File: src/rtl/dmem_pkg.sv
// ============================================================================
// Package     : dmem_pkg
// Description : Shared types and constants for the multi-cycle data memory
//               (FSM state encoding, byte-lane count, operation encoding).
// Revision    : 1.0 - initial release
// ============================================================================
`default_nettype none

package dmem_pkg;

    localparam int BYTE_LANES = 4;

    typedef enum logic [1:0] {
        IDLE = 2'd0,
        WAIT = 2'd1,
        DONE = 2'd2
    } dmem_state_e;

    typedef enum logic {
        OP_RD = 1'b0,
        OP_WR = 1'b1
    } dmem_op_e;

endpackage : dmem_pkg

`default_nettype wire

File: src/rtl/dmem_byte_array.sv
// ============================================================================
// Module      : dmem_byte_array
// Description : Four byte-wide lanes forming a big-endian 32-bit word RAM.
//               Lane 0 holds bits [31:24] (byte offset 0 within the word).
//               Synchronous whole-word write, combinational read, no reset.
// Revision    : 1.0 - initial release
// ============================================================================
`default_nettype none

module dmem_byte_array
    import dmem_pkg::*;
#(
    parameter int IDX_W = 5,
    parameter int WORDS = 2 ** IDX_W
) (
    input  logic             clk,
    input  logic             we_i,
    input  logic [IDX_W-1:0] wr_idx_i,
    input  logic [31:0]      wdata_i,
    input  logic [IDX_W-1:0] rd_idx_i,
    output logic [31:0]      rdata_o
);

    logic [7:0] mem_q [BYTE_LANES][WORDS];

    // Commit all four byte lanes of the addressed word when enabled
    always_ff @(posedge clk) begin
        if (we_i) begin
            for (int l = 0; l < BYTE_LANES; l++) begin
                mem_q[l][wr_idx_i] <= wdata_i[31-8*l -: 8];
            end
        end
    end

    // Big-endian read assembly: lane l drives byte l counted from the MSB
    for (genvar l = 0; l < BYTE_LANES; l++) begin : g_lane
        assign rdata_o[31-8*l -: 8] = mem_q[l][rd_idx_i];
    end

endmodule : dmem_byte_array

`default_nettype wire

File: src/rtl/data_mem_ctrl.sv
// ============================================================================
// Module      : data_mem_ctrl
// Description : Multi-cycle data-memory unit for the MEM stage. Start/Ready
//               handshake, WAIT_CYCLES programmable wait states, big-endian
//               byte-addressed word RAM wrapping modulo DEPTH_BYTES.
//               Optional feature macro: DMEM_ALIGN_CHECK_EN (misaligned
//               accesses are suppressed and flagged on AlignErr).
// Revision    : 1.0 - initial release
// ============================================================================
`default_nettype none

module data_mem_ctrl
    import dmem_pkg::*;
#(
    parameter int DEPTH_BYTES = 128,
    parameter int WAIT_CYCLES = 1
) (
    input  logic        CLK,
    input  logic        Reset,
    input  logic        mRD,
    input  logic        mWR,
    input  logic [31:0] DAddr,
    input  logic [31:0] DataIn,
    output logic [31:0] DataOut,
    output logic        Ready,
    output logic        Busy,
    output logic        AlignErr
);

    localparam int AW    = $clog2(DEPTH_BYTES);
    localparam int IDX_W = (AW > 2) ? AW - 2 : 1;

    dmem_state_e      state_q;
    dmem_op_e         op_q;
    logic [IDX_W-1:0] idx_q;
    logic [31:0]      wdata_q;
    logic [3:0]       cnt_q;
    logic             err_q;
    logic [31:0]      dout_q;
    logic             ready_q;
    logic             busy_q;
    logic             align_q;

    logic [IDX_W-1:0] w_idx_in;
    logic [IDX_W-1:0] w_rd_idx;
    logic [31:0]      w_rdata;
    logic             w_req;
    logic             w_err_in;
    logic             w_we;
    dmem_op_e         w_cur_op;
    logic             w_cur_err;
    logic             w_unused_addr;

    // Upper address bits are dropped so accesses wrap modulo DEPTH_BYTES
    assign w_idx_in      = IDX_W'(DAddr >> 2);
    assign w_unused_addr = ^DAddr;
    assign w_req         = mRD | mWR;

`ifdef DMEM_ALIGN_CHECK_EN
    assign w_err_in = (DAddr[1:0] != 2'b00);
`else
    assign w_err_in = 1'b0;
`endif

    // In IDLE the access that may complete immediately (WAIT_CYCLES=0) is the
    // one being accepted, so read address/op/err come straight from the inputs
    assign w_rd_idx  = (state_q == IDLE) ? w_idx_in : idx_q;
    assign w_cur_op  = (state_q == IDLE) ? (mWR ? OP_WR : OP_RD) : op_q;
    assign w_cur_err = (state_q == IDLE) ? w_err_in : err_q;

    // Write commits on the edge that leaves DONE; reset forces IDLE first,
    // which is what cancels an aborted write
    assign w_we = (state_q == DONE) && (op_q == OP_WR) && !err_q;

    dmem_byte_array #(
        .IDX_W (IDX_W)
    ) u_array (
        .clk      (CLK),
        .we_i     (w_we),
        .wr_idx_i (idx_q),
        .wdata_i  (wdata_q),
        .rd_idx_i (w_rd_idx),
        .rdata_o  (w_rdata)
    );

    // Access FSM with wait counter, capture registers and registered outputs
    always_ff @(posedge CLK or negedge Reset) begin
        if (!Reset) begin
            state_q <= IDLE;
            op_q    <= OP_RD;
            idx_q   <= '0;
            wdata_q <= '0;
            cnt_q   <= 4'd0;
            err_q   <= 1'b0;
            dout_q  <= '0;
            ready_q <= 1'b0;
            busy_q  <= 1'b0;
            align_q <= 1'b0;
        end else begin
            case (state_q)
                IDLE: begin
                    ready_q <= 1'b0;
                    align_q <= 1'b0;
                    if (w_req) begin
                        op_q    <= w_cur_op;
                        idx_q   <= w_idx_in;
                        wdata_q <= DataIn;
                        err_q   <= w_err_in;
                        busy_q  <= 1'b1;
                        if (WAIT_CYCLES > 0) begin
                            state_q <= WAIT;
                            cnt_q   <= 4'd1;
                        end else begin
                            state_q <= DONE;
                            ready_q <= 1'b1;
                            align_q <= w_cur_err;
                            if (w_cur_op == OP_RD && !w_cur_err) begin
                                dout_q <= w_rdata;
                            end
                        end
                    end
                end
                WAIT: begin
                    if (cnt_q == 4'(WAIT_CYCLES)) begin
                        state_q <= DONE;
                        cnt_q   <= 4'd0;
                        ready_q <= 1'b1;
                        align_q <= w_cur_err;
                        if (w_cur_op == OP_RD && !w_cur_err) begin
                            dout_q <= w_rdata;
                        end
                    end else begin
                        cnt_q <= cnt_q + 4'd1;
                    end
                end
                DONE: begin
                    state_q <= IDLE;
                    ready_q <= 1'b0;
                    busy_q  <= 1'b0;
                    align_q <= 1'b0;
                end
                default: begin
                    state_q <= IDLE;
                    ready_q <= 1'b0;
                    busy_q  <= 1'b0;
                    align_q <= 1'b0;
                    cnt_q   <= 4'd0;
                end
            endcase
        end
    end

    assign DataOut  = dout_q;
    assign Ready    = ready_q;
    assign Busy     = busy_q;
    assign AlignErr = align_q;

endmodule : data_mem_ctrl

`default_nettype wire

File: config.mk
export PLATFORM = sky130hd
export DESIGN_NAME = data_mem_ctrl
export DESIGN_NICKNAME = d
export VERILOG_FILES = /design/src/rtl/dmem_pkg.sv /design/src/rtl/dmem_byte_array.sv /design/src/rtl/data_mem_ctrl.sv
export SDC_FILE = /design/constraint.sdc
export NUM_CORES = 1
export LEC_CHECK = 0
export ABC_AREA = 1
export CAP_MARGIN = 20
export CORE_ASPECT_RATIO = 1.2
export CORE_MARGIN = 1.5
export CORE_UTILIZATION = 55
export DETAILED_ROUTE_END_ITERATION = 7
export GPL_ROUTABILITY_DRIVEN = 0
export PLACE_DENSITY = 0.78
export REMOVE_ABC_BUFFERS = 1
export SYNTH_ARGS = -nofsm -noshare
export SYNTH_HDL_FRONTEND = slang
export SYNTH_HIERARCHICAL = 1
export SYNTH_SLANG_ARGS = --single-unit
export TNS_END_PERCENT = 50
File: constraint.sdc
create_clock -name CLK -period 7.06 [get_ports CLK]
set_input_delay 1.412 -clock CLK [delete_from_list [all_inputs] [get_ports CLK]]
set_output_delay 1.412 -clock CLK [all_outputs]
set_load 0.1 [all_outputs]
; ---- After elaboration in Yosys (flattened, before gate mapping)
; Memories as Yosys holds them, arrays and structs flattened.
; Cells that the tools add are included.
[word_totals]
regBits = 79
latchBits = 0
ramBits = 1024
romBits = 0
input_bits = 68
wordCells = 64
mem_count = 1
[memory_table]
columns = memory, depth, width, read_ports, rd_clocked_by_memory_dff, wr, line_no
row1 = u_array.mem_q, 4, 256, 4, 0, 4, dmem_byte_array.sv:24  ; logic [7:0] mem_q [BYTE_LANES][WORDS];
[classes]
addsub = 1
mul = 0
n_div = 0
order_cmp = 3
n_eq_ne = 5
n_shift = 0
muxes = 31
bitwise = 6
reduce_logical = 8
[ops]
columns = op, count
row1 = $mux W256, 1
row2 = $bmux W8 S5, 4
row3 = $mux W8, 9
row4 = $demux W8 S5, 1
row5 = $ge A6 B6 Y1 const B, 2
row6 = $not A5 Y6, 2
row7 = $pmux W4 S3, 1
row8 = $mux W1, 8
row9 = $mux W4, 2
row10 = $reduce_and A2 Y1, 4
row11 = $lt A6 B1 Y1 const B, 1
row12 = $mux W5, 1
row13 = $add A4 B1 Y4 const B, 1
row14 = $eq A4 B1 Y1 const B, 1
row15 = $mux W2, 2
row16 = $ne A2 B2 Y1 const B, 2
row17 = $pmux W2 S2, 1
row18 = $not A1 Y1, 3
row19 = $reduce_and A3 Y1, 1
row20 = $eq A2 B1 Y1 const B, 1
row21 = $eq A2 B2 Y1 const B, 1
row22 = $logic_and A1 B1 Y1, 2
row23 = $logic_not A2 Y1, 1
row24 = $pmux W1 S2, 1
row25 = $or A1 B1 Y1, 1

; ---- Logic depth before layout (Yosys ltp)
; Gate-level depths: netlist of the first run.
[logic_depth]
word_depth = 6
depth_mapped = 19
ltp_nobuf = 15

; ---- Hierarchy
; Netlist of the first run, hierarchy kept.
[modules_own_cells]
columns = mod, instances, cells_per_inst, area_per_inst_um2, seq_area_each_um2
row1 = dmem_byte_array, 1, 3504, 41711.3, 30749.5
row2 = data_mem_ctrl, 1, 363, 3259.4, 1951.9

; ---- Worst setup path after synthesis of the first run
; Ideal clock, no wire load.
[synth_path]
kind = flip-flop to flip-flop
from = reg state_q[1]
to = mem u_array/mem_q[0][0] (netlist name) (enable)
arrival_ns = 2.516
required_ns = 6.639
path_slack_ns = 4.123
stages_incl_launch_ff = 5
n_path_buf = 0
period_less_slack_ns = 2.937
cell_sequence = dfrtp_1 inv_1 nor3_1 nand3_1 nor2_1
[synth_rtl]
columns = item, line_no
row1 = start: declaration, data_mem_ctrl.sv:33  ; dmem_state_e state_q;
row2 = start signal: assignment, data_mem_ctrl.sv:89  ; state_q <= IDLE;
row3 = start signal: assignment, data_mem_ctrl.sv:111  ; state_q <= WAIT;
row4 = start signal: assignment, data_mem_ctrl.sv:114  ; state_q <= DONE;
row5 = end: declaration, dmem_byte_array.sv:24

; ---- Final worst setup path of the first run
[layout_path]
from = in DAddr[2]
to = reg dout_q[30], in the netlist DataOut[30]
[layout_via]
elab_chain_len = 5
[layout_rtl]
columns = item, line_no
row1 = start: declaration, data_mem_ctrl.sv:22  ; input logic [31:0] DAddr,
row2 = $mux W5, data_mem_ctrl.sv:67  ; assign w_rd_idx = (state_q == IDLE) ? w_idx_in : idx_q;
row3 = named net w_rd_idx[0], data_mem_ctrl.sv:45  ; logic [IDX_W-1:0] w_rd_idx;
row4 = $not A5 Y6 (not written as such), dmem_byte_array.sv:37  ; assign rdata_o[31-8*l -: 8] = mem_q[l][rd_idx_i];
row5 = $bmux W8 S5, dmem_byte_array.sv:37
row6 = $mux W8 (not written as such) (2 in series), dmem_byte_array.sv:37
row7 = named net w_rdata[30], data_mem_ctrl.sv:46  ; logic [31:0] w_rdata;
row8 = end signal: assignment, data_mem_ctrl.sv:118  ; dout_q <= w_rdata;
row9 = end signal: assignment, data_mem_ctrl.sv:130  ; dout_q <= w_rdata;
row10 = end: declaration, data_mem_ctrl.sv:39  ; logic [31:0] dout_q;
; The timed path passes the listed nets, and every way through them passes these cells. The select of a mux whose other input is x is not followed.
; A chain may end at the register's enable or synchronous reset.

==> flow_results.org, run 1 <==
** Clock network
- The clock net in this run drives a total of between 1k and 1.5k sinks.
- Clock-pin slew was measured on the worst setup and hold paths at 0.06 ns.
- Count of cells resized by post-cts repair :: 0
- TritonCTS built the clock tree.
- Buffers inserted during post-CTS setup optimization :: 0
- The longest clock path from root to sink contains 3 buffers.
- The clock reaches the later pin of the worst-skew pair after 0.67 ns.
- CTS built an H-tree with a depth of 3.
- Total clock buffers created by CTS :: 97
- Count of hold-fix buffers inserted at cts :: 0
- Root buffer cell :: clkbuf_16

** Yosys
- Total standard cell area after synthesis :: 45,000 um^2
- Number of cells produced by synthesis :: 3,867
- Share of the yosys chip area belonging to registers :: 72.7%
- Top FF cell, synth :: edfxtp_1
- Synthesis instantiated 30 different standard cells from the library.
- The synthesized design contains 1,024 enable-type register cells.
- Each instance of the synthesized netlist takes up on average 11.6 um^2.
- Fraction of registers with async set/reset :: 7.08%
- Yosys printed 6 warnings.
- Synthesis inferred ~1.1k register bits.

** Floorplanning
- X dimension of the die :: 264 um
- Starting utilization of the core area :: 55.7%
- After floorplanning, the core was sized to cover between 80,000 and 90,000 um^2.
- Count of boundary I/O pins :: 103
- The die covers 83,500 um^2.
- Die boundary height :: 316 um
- In this run the core area contains approximately 110 standard-cell rows.

** GRT
- Largest net degree at the start of global routing :: ~310
- The via count of the first global-routing pass is 27.9k.
- Global-route wire length before repair :: 166,000 um
- Antenna violations before repair :: 1
- Total congestion overflow after global routing :: 0
- Overall Global Routing Usage :: around 27%

** STA
- Setup repair after global routing left no endpoint under its margin.
- Timing would allow up to 214 MHz.
- At the pin with the least slew margin, the transition time is 1.32 ns.
- Post-route minimum period :: 4.68 ns
- The hold violation total from the final report was 0.
- The number of max-slew violations in the final report is 0.
- In this run the tightest slew margin relative to its limit is 11.9%.
- Across the routed clock network, the largest skew measured is 0.0205 ns.
- Final period util :: 66.2%
- # setup viols final :: 0

** Power
- Summed over all cells, the static leakage comes to 18.5 nW.
- Power density over the cells :: 463 nW/um^2
- VDD sags by at most 692 uV.
- Summing internal, switching and leakage power gives 0.0229 W.

** Critical path
- For this run, the slowest stage of the critical path takes 0.75 ns.
- Data on the critical path arrives at its endpoint at 5.28 ns.
- Worst path most repeated cell :: nand2_1
- The number of cells on the worst reg-to-reg path is 16.
- STA classifies the critical path endpoint as a flip-flop.
- The setup path with the least slack is of type input port to flip-flop.
- The startpoint identified for the worst register-to-register timing path is state_q[0].
- STA puts the critical path data required time at 7.66 ns.
- STA classifies the critical path startpoint as an input port.
- Worst path buffer plus inverter count :: 4
- Traced cell by cell, the critical path runs through clkdlybuf4s50_1 > inv_1 > o21ai_4 > buf_12 > buf_4 > nand2_1 > nand3_1 > nand3_1 > nand2_1 > nand2_1 > nand2_1 > nand2_1 > nand2_1 > nand3_1 > nand2_1.
- The slowest stage of the critical path belongs to the cell buf_4.
- The worst register-to-register path ends at DataOut[30].
- The kind of cell with the highest combined delay along the critical path is buffers and inverters.
- Of all nets on the critical path, the largest fanout is approximately 230.
- Reg2Reg Setup Slack :: 2.59 ns

** Min path
- Start point of the worst hold path :: DataOut[21]
- Along the worst hold path, the cell count comes to 2.
- The worst hold path terminates at DataOut[21].
- In this run the worst hold path is classified as flip-flop to flip-flop.

** Run status
- The run finished with clean final reports.

** Place
- HPWL after detailed placement :: ~54,000 um
- Buffers on Ports :: 74

** Final layout
- Number of diodes added for antenna fixing :: 0
- Once layout is complete, the utilization of the core stands at 61.2%.
- Area grow syn2layout :: 9.90%
- Nets :: 3,925
- Fraction of final layout cells with drive strength greater than 1 :: 6.45%

** Drt
- After detailed routing, the number of vias per cell comes to 5.92.
- The count of nets left with antenna violations once routing finished came out at 0.
- Dividing the detail-routed wire length by the instance count gives 22.6 um.
- Post-detailed-routing wire length :: 112,000 um
- Across all layers, the routed design uses slightly below 30k vias.
- The detailed router finished its first iteration with 4,184 violations.
- Iteration count of the initial detailed-routing pass :: 6
- Post-route DRC violation count :: 0

** Run
- The tool flagged a number of max-cap violations equal to 0.
-- synth_stat cells, types with 11 or more instances --
| cell type | instances | area share, % |
|---|---|---|
| inv_1 | 20 | 0.17 |
| buf_4 | 56 | 0.93 |
| buf_6 | 57 | 1.4 |
| dfrtp_1 | 78 | 4.3 |
| nand2_1 | 1622 | 14 |
| edfxtp_1 | 1024 | 68 |
| buf_1 | 18 | 0.15 |
| nor2_1 | 36 | 0.30 |
| buf_2 | 70 | 0.78 |
| o21ai_0 | 11 | 0.12 |
| nand3_1 | 815 | 9.1 |
| clkbuf_1 | 33 | 0.28 |
-- layout make-up --
class / instances / area [um^2]
Clock buffer: 144 / 2900
Sequential cell: 1102 / 32700
Timing Repair Buffer: 125 / 1220
Inverter: 26 / 128
Fill cell: 5857 / 31300
Multi-Input combinational cell: 2503 / 10800
Clock inverter: 39 / 347
Tap cell: 1044 / 1310
-- worst reg2reg max path: stages (launching register included) --
cell,delay [ns]
dfrtp_1,0.53
nor2_2,0.09
inv_1,0.55
nand2_1,0.21
o21ai_4,0.23
buf_12,0.73
buf_4,0.89
nand2_1,0.22
nand3_1,0.19
nand3_1,0.11
nand2_1,0.09
nand2_1,0.06
nand2_1,0.11
nand2_1,0.07
nand2_1,0.11
nand3_1,0.11
nand2_1,0.11
-- stage by stage --
| stage | setup TNS, ns | hold WS (ns) | std cells | instance area, um^2 | worst slack (ns) |
|---|---|---|---|---|---|
| after global routing | 0 | 0.500 | 4983 | 49400 | 2.24 |
| after detailed placement | 0 | 0.458 | 4799 | 46100 | 1.88 |
| final | 0 | 0.469 | 4983 | 49400 | 2.38 |
| after floorplan | -1129.04 | 0.505 | 3631 | 43300 | -35.28 |
| after CTS | 0 | 0.473 | 4982 | 49400 | 2.53 |
| after global placement | 0 | 0.455 | 4799 | 46100 | 1.94 |
-- worst max path at each step --
stage,start,to,slack (ns),cells after the start
floorplan,DAddr[2],DataOut[11],-35.28,13
global placement,DAddr[2],DataOut[26],1.94,15
detailed placement,DAddr[2],DataOut[26],1.88,15
CTS,DAddr[2],DataOut[30],2.53,15
global route,DAddr[2],DataOut[19],2.24,15
finish,DAddr[2],DataOut[30],2.38,15
-- logic make-up after synthesis --
| family | count (synthesis) | share of synthesized area (%) |
|---|---|---|
| fa+ha+maj | 2 | 0.0556 |
| simple gates | 2484 | 23.1 |
| buf+inv | 262 | 3.88 |
| xor+xnor | 1 | 0.0195 |
| compound gates | 15 | 0.214 |
| other cells | 1 | 0.00834 |
| flops | 1102 | 72.7 |
-- layout by cell type, fill, tap and decap left out, drive strengths merged --
cell type / synthesis / layout
a21oi: 1 / 1
buf: 203 / 52
bufinv: 0 / 6
clkbuf: 33 / 144
clkdlybuf4s50: 0 / 73
clkinv: 0 / 30
clkinvlp: 0 / 2
conb: 1 / 1
dfrtp: 78 / 78
edfxtp: 1024 / 1024
ha: 2 / 2
inv: 26 / 27
nand2: 1627 / 1627
nand3: 816 / 816
nand4: 1 / 1
nor2: 39 / 39
nor3: 1 / 1
o21a: 1 / 1
o21ai: 12 / 12
o22ai: 1 / 1
xor2: 1 / 1
-- power by group --
group | total, W | internal (W) | switching (W)
Combinational | 0.00843 | 0.00224 | 0.00619
Clock | 0.00535 | 0.00306 | 0.00228
Sequential | 0.00911 | 0.00827 | 0.000840
Total | 0.0229 | 0.0136 | 0.00931
-- state kept, by name (all words and copies together) (netlist names) --
| signal | count |
|---|---|
| idx_q | 5 |
| op_q | 1 |
| u_array/mem_q | 1024 |
| Busy | 1 |
| Ready | 1 |
| state_q | 2 |
| DataOut | 32 |
| cnt_q | 4 |
| wdata_q | 32 |
-- metal layers --
metal / track usage, % / up-vias / part of all wire [%]
li1: - / 13320 / -
met1: 34.1 / 14065 / 35
met2: 45.3 / 1808 / 49
met3: 4.55 / 311 / 11
met4: 12.3 / 0 / 4.4
met5: 0 / - / 0
Note: power is estimated with default switching activity, not from simulation.
==> run 2, diff against run 1 <==
--- a/config.mk
+++ b/config.mk
@@ -12,7 +12,7 @@
 export CORE_UTILIZATION = 55
 export DETAILED_ROUTE_END_ITERATION = 7
 export GPL_ROUTABILITY_DRIVEN = 0
-export PLACE_DENSITY = 0.78
+export PLACE_DENSITY = 0.81
 export REMOVE_ABC_BUFFERS = 1
 export SYNTH_ARGS = -nofsm -noshare
 export SYNTH_HDL_FRONTEND = slang
==> constraint.sdc (replaced) <==
create_clock -name CLK -period 3.75 [get_ports CLK]
set_input_delay 0.75 -clock CLK [delete_from_list [all_inputs] [get_ports CLK]]
set_output_delay 0.75 -clock CLK [all_outputs]
set_load 0.1 [all_outputs]
==> flow_results.org, run 2 (same netlist as run 1, synthesis figures left out) <==
** Run status
- Result of the run :: finished clean

** Clock network
- The insertion delay to the later sink of the worst-skew pair was 0.66 ns (about the same).
- The number of cells upsized or downsized after cts was 0 (unchanged).
- Count of hold-fix buffers inserted at cts :: 0 (unchanged)
- The buffer count from post-CTS setup fixing came to 0 (unchanged).
- CTS clock-pin slew for the worst setup and hold paths :: 0.06 ns (about the same)
- The sink count of the clock tree was 1,102 (unchanged).
- Buffers from clock root to sink, at most :: 3 (unchanged)
- Total clock buffers created by CTS :: 98 (+1.0%)
- The H-tree level count came to 3 (unchanged).
- Clock tree from TritonCTS :: built
- Root buffer cell :: clkbuf_16

** Power
- Overall Power :: 0.0445 W (+94%)
- The power per cell area is 882 nW/um^2 (+90%).
- The total leakage power was 18.9 nW (+2.5%).
- Maximum ir drop on the vdd rail :: 782 uV (+13%)

** STA
- Dividing the final minimum period by the clock period gives between 80% and 90%.
- Final-report hold violation count :: 0 (unchanged)
- Unrepaired setup endpoints after global routing :: false
- Number of slew-limit violations in the final report :: 0 (unchanged)
- For this run, the top clock speed supported by timing is 301 MHz.
- The transition time at the pin with the least slew margin came to 1.20 ns (-0.126 ns).
- The smallest clock period supported by the final layout is computed as 3.32 ns.
- Smallest setup slack after layout :: 0.427 ns (-1.96 ns)
- The count of final setup violators came to 0 (unchanged).
- The final sum of negative setup slack is 0 ns (unchanged).
- The clock skew came to 0.0270 ns (+0.00648 ns).
- Relative slew slack :: 20.1% (+8.3 points)

** Place
- The detailed placer's ending HPWL came to 58,000 um (+7.3%).
- The setup slack after placement is 0.343 ns (-1.54 ns).
- The instance area at placement was 47,100 um^2 (+2.1%).
- The number of buffers inserted by port buffering is 74 (unchanged).

** Critical path
- The critical path starts at state_q[0].
- Reg2Reg Setup Slack :: 0.43 ns (-2.16 ns)
- Critical path endpoint category :: flip-flop
- Required time of the worst setup path :: 4.28 ns (-3.38 ns)
- The largest fanout of any net on the critical path came to 91 (-60%).
- Critical R2R Launch :: state_q[0]
- Arr. time, crit path :: 3.85 ns (-1.43 ns)
- Type of the worst setup path :: flip-flop to flip-flop
- The worst setup path is launched from a flip-flop.

** Drt
- Total vias in the final route :: 30.3k (+2.7%)
- Iteration count of the initial detailed-routing pass :: 6 (unchanged)
- The residual antenna-violating net count after detailed routing was 0 (unchanged).
- The DRC violation count after routing is 0 (unchanged).
- Vias/cell :: 6.01 (+1.5%)
- Post-detailed-routing wire length :: 115,000 um (+2.2%)
- The DRC violation total after the first TritonRoute iteration is 4,488 (+7.3%).
- The average wire per standard cell was 22.8 um (+1.1%).

** Floorplanning
- The site row count came to 114 (unchanged).
- Die boundary height :: 316 um (unchanged)
- X dimension of the die :: 264 um (unchanged)
- The core box area came to 80,700 um^2 (unchanged).
- The initial core utilization came to 55.7% (unchanged).
- The total die area came to 83,500 um^2 (unchanged).
- Count of boundary I/O pins :: 103 (unchanged)

** GRT
- In this run the most used layer during global routing was met2.
- The met3 usage in global routing is 4.87% (+0.32 points).
- The total global routing overflow was 0 (unchanged).
- The global-route wire length before repair is 171,000 um (+3.1%).
- The met2 usage was 46.2% (+0.97 points).
- Via count of the first global-routing pass :: 29.6k (+6.0%)
- Fraction of met1 tracks used by global routing :: 34.4% (+0.28 points)
- The maximum number of pins on one net before global-route repair is 94 (-70%).
- The initial antenna violation count was 0 (-1).
- The global routing usage summed across all routing layers came to 27.3% (+0.58 points).

** Final layout
- Relative to the synthesized area, the layout overhead comes to 12.2%.
- The final cell utilization of the core came to 62.5% (+1.3 points).
- The multi-input gate area in the final layout was 10,800 um^2 (unchanged).
- Register name with the most flops :: u_array/mem_q
- Max reg flops :: 1,024 (unchanged)
- The library cells used most frequently in the layout, excluding fill and tap cells, are nand2_1 (1,622), edfxtp_1 (1,024), nand3_1 (815), clkbuf_16 (99), dfrtp_1 (78).
- The post-route standard cell area excluding fillers was 50,500 um^2 (+2.1%).
- Most common cell after layout, fill and taps aside :: nand2_1
- The total number of nets in the final design was 3,982 (+1.5%).
- The filler cell count in the final layout came to 5,578 (-4.8%).
- Footprint of the flip-flops and latches :: 32,700 um^2 (unchanged)
- Fraction of final layout cells with drive strength greater than 1 :: 7.98% (+1.5 points)

** Run
- The number of maximum-capacitance constraint violations came to 0 (unchanged).

** Min path
- In this run the worst hold path is classified as input port to asynchronous set/reset pin.
run 2: area by class of cell:
type                            instances  area share, %
Tap cell                             1044           2.59
Multi-Input combinational cell       2503           21.4
Timing Repair Buffer                  181           4.24
Sequential cell                      1102           64.8
Clock buffer                          133           5.44
Clock inverter                         50           1.24
Antenna cell                            1        0.00496
Inverter                               26          0.245
run 2: critical path, stage by stage (launching register included):
cell	delay, ns
dfrtp_1	0.54
nor2_2	0.07
inv_1	0.47
o21ai_4	0.23
inv_8	0.55
buf_12	0.32
nand3_1	0.13
nand3_1	0.13
nand2_1	0.06
nand2_1	0.09
nand2_1	0.08
nand2_1	0.07
nand2_1	0.16
nand3_1	0.17
nand2_1	0.07
run 2: per-stage QoR:
stage	hold slack, ns	cells
finish	0.243	5040
global route	0.311	5039
CTS	0.255	5039
detailed placement	0.459	4856
global placement	0.454	4856
floorplan	0.454	3631
run 2: worst paths after layout:
kind,end,cells past startpoint
max,DataOut[22],14
min reg2reg,DataOut[27],2
max in group asynchronous,idx_q[1],2
max reg2reg,DataOut[22],14
min in group CLK,DataOut[27],2
min,DataOut[2],1
run 2: layer usage:
layer	vias to the layer above	wire (um)	part of all wire, %
met2	2089	56000	49
met1	14370	40200	35
li1	13434	-	-
met3	394	13500	12
met5	-	0	0
met4	0	5270	4.6
run 2: power by group:
part / leakage [nW] / internal (W) / total, W / switching, W
sequential: 10.2 / 0.0156 / 0.0172 / 0.00168
combinational: 7.06 / 0.00473 / 0.0168 / 0.0120
clock: 1.65 / 0.00611 / 0.0105 / 0.00436
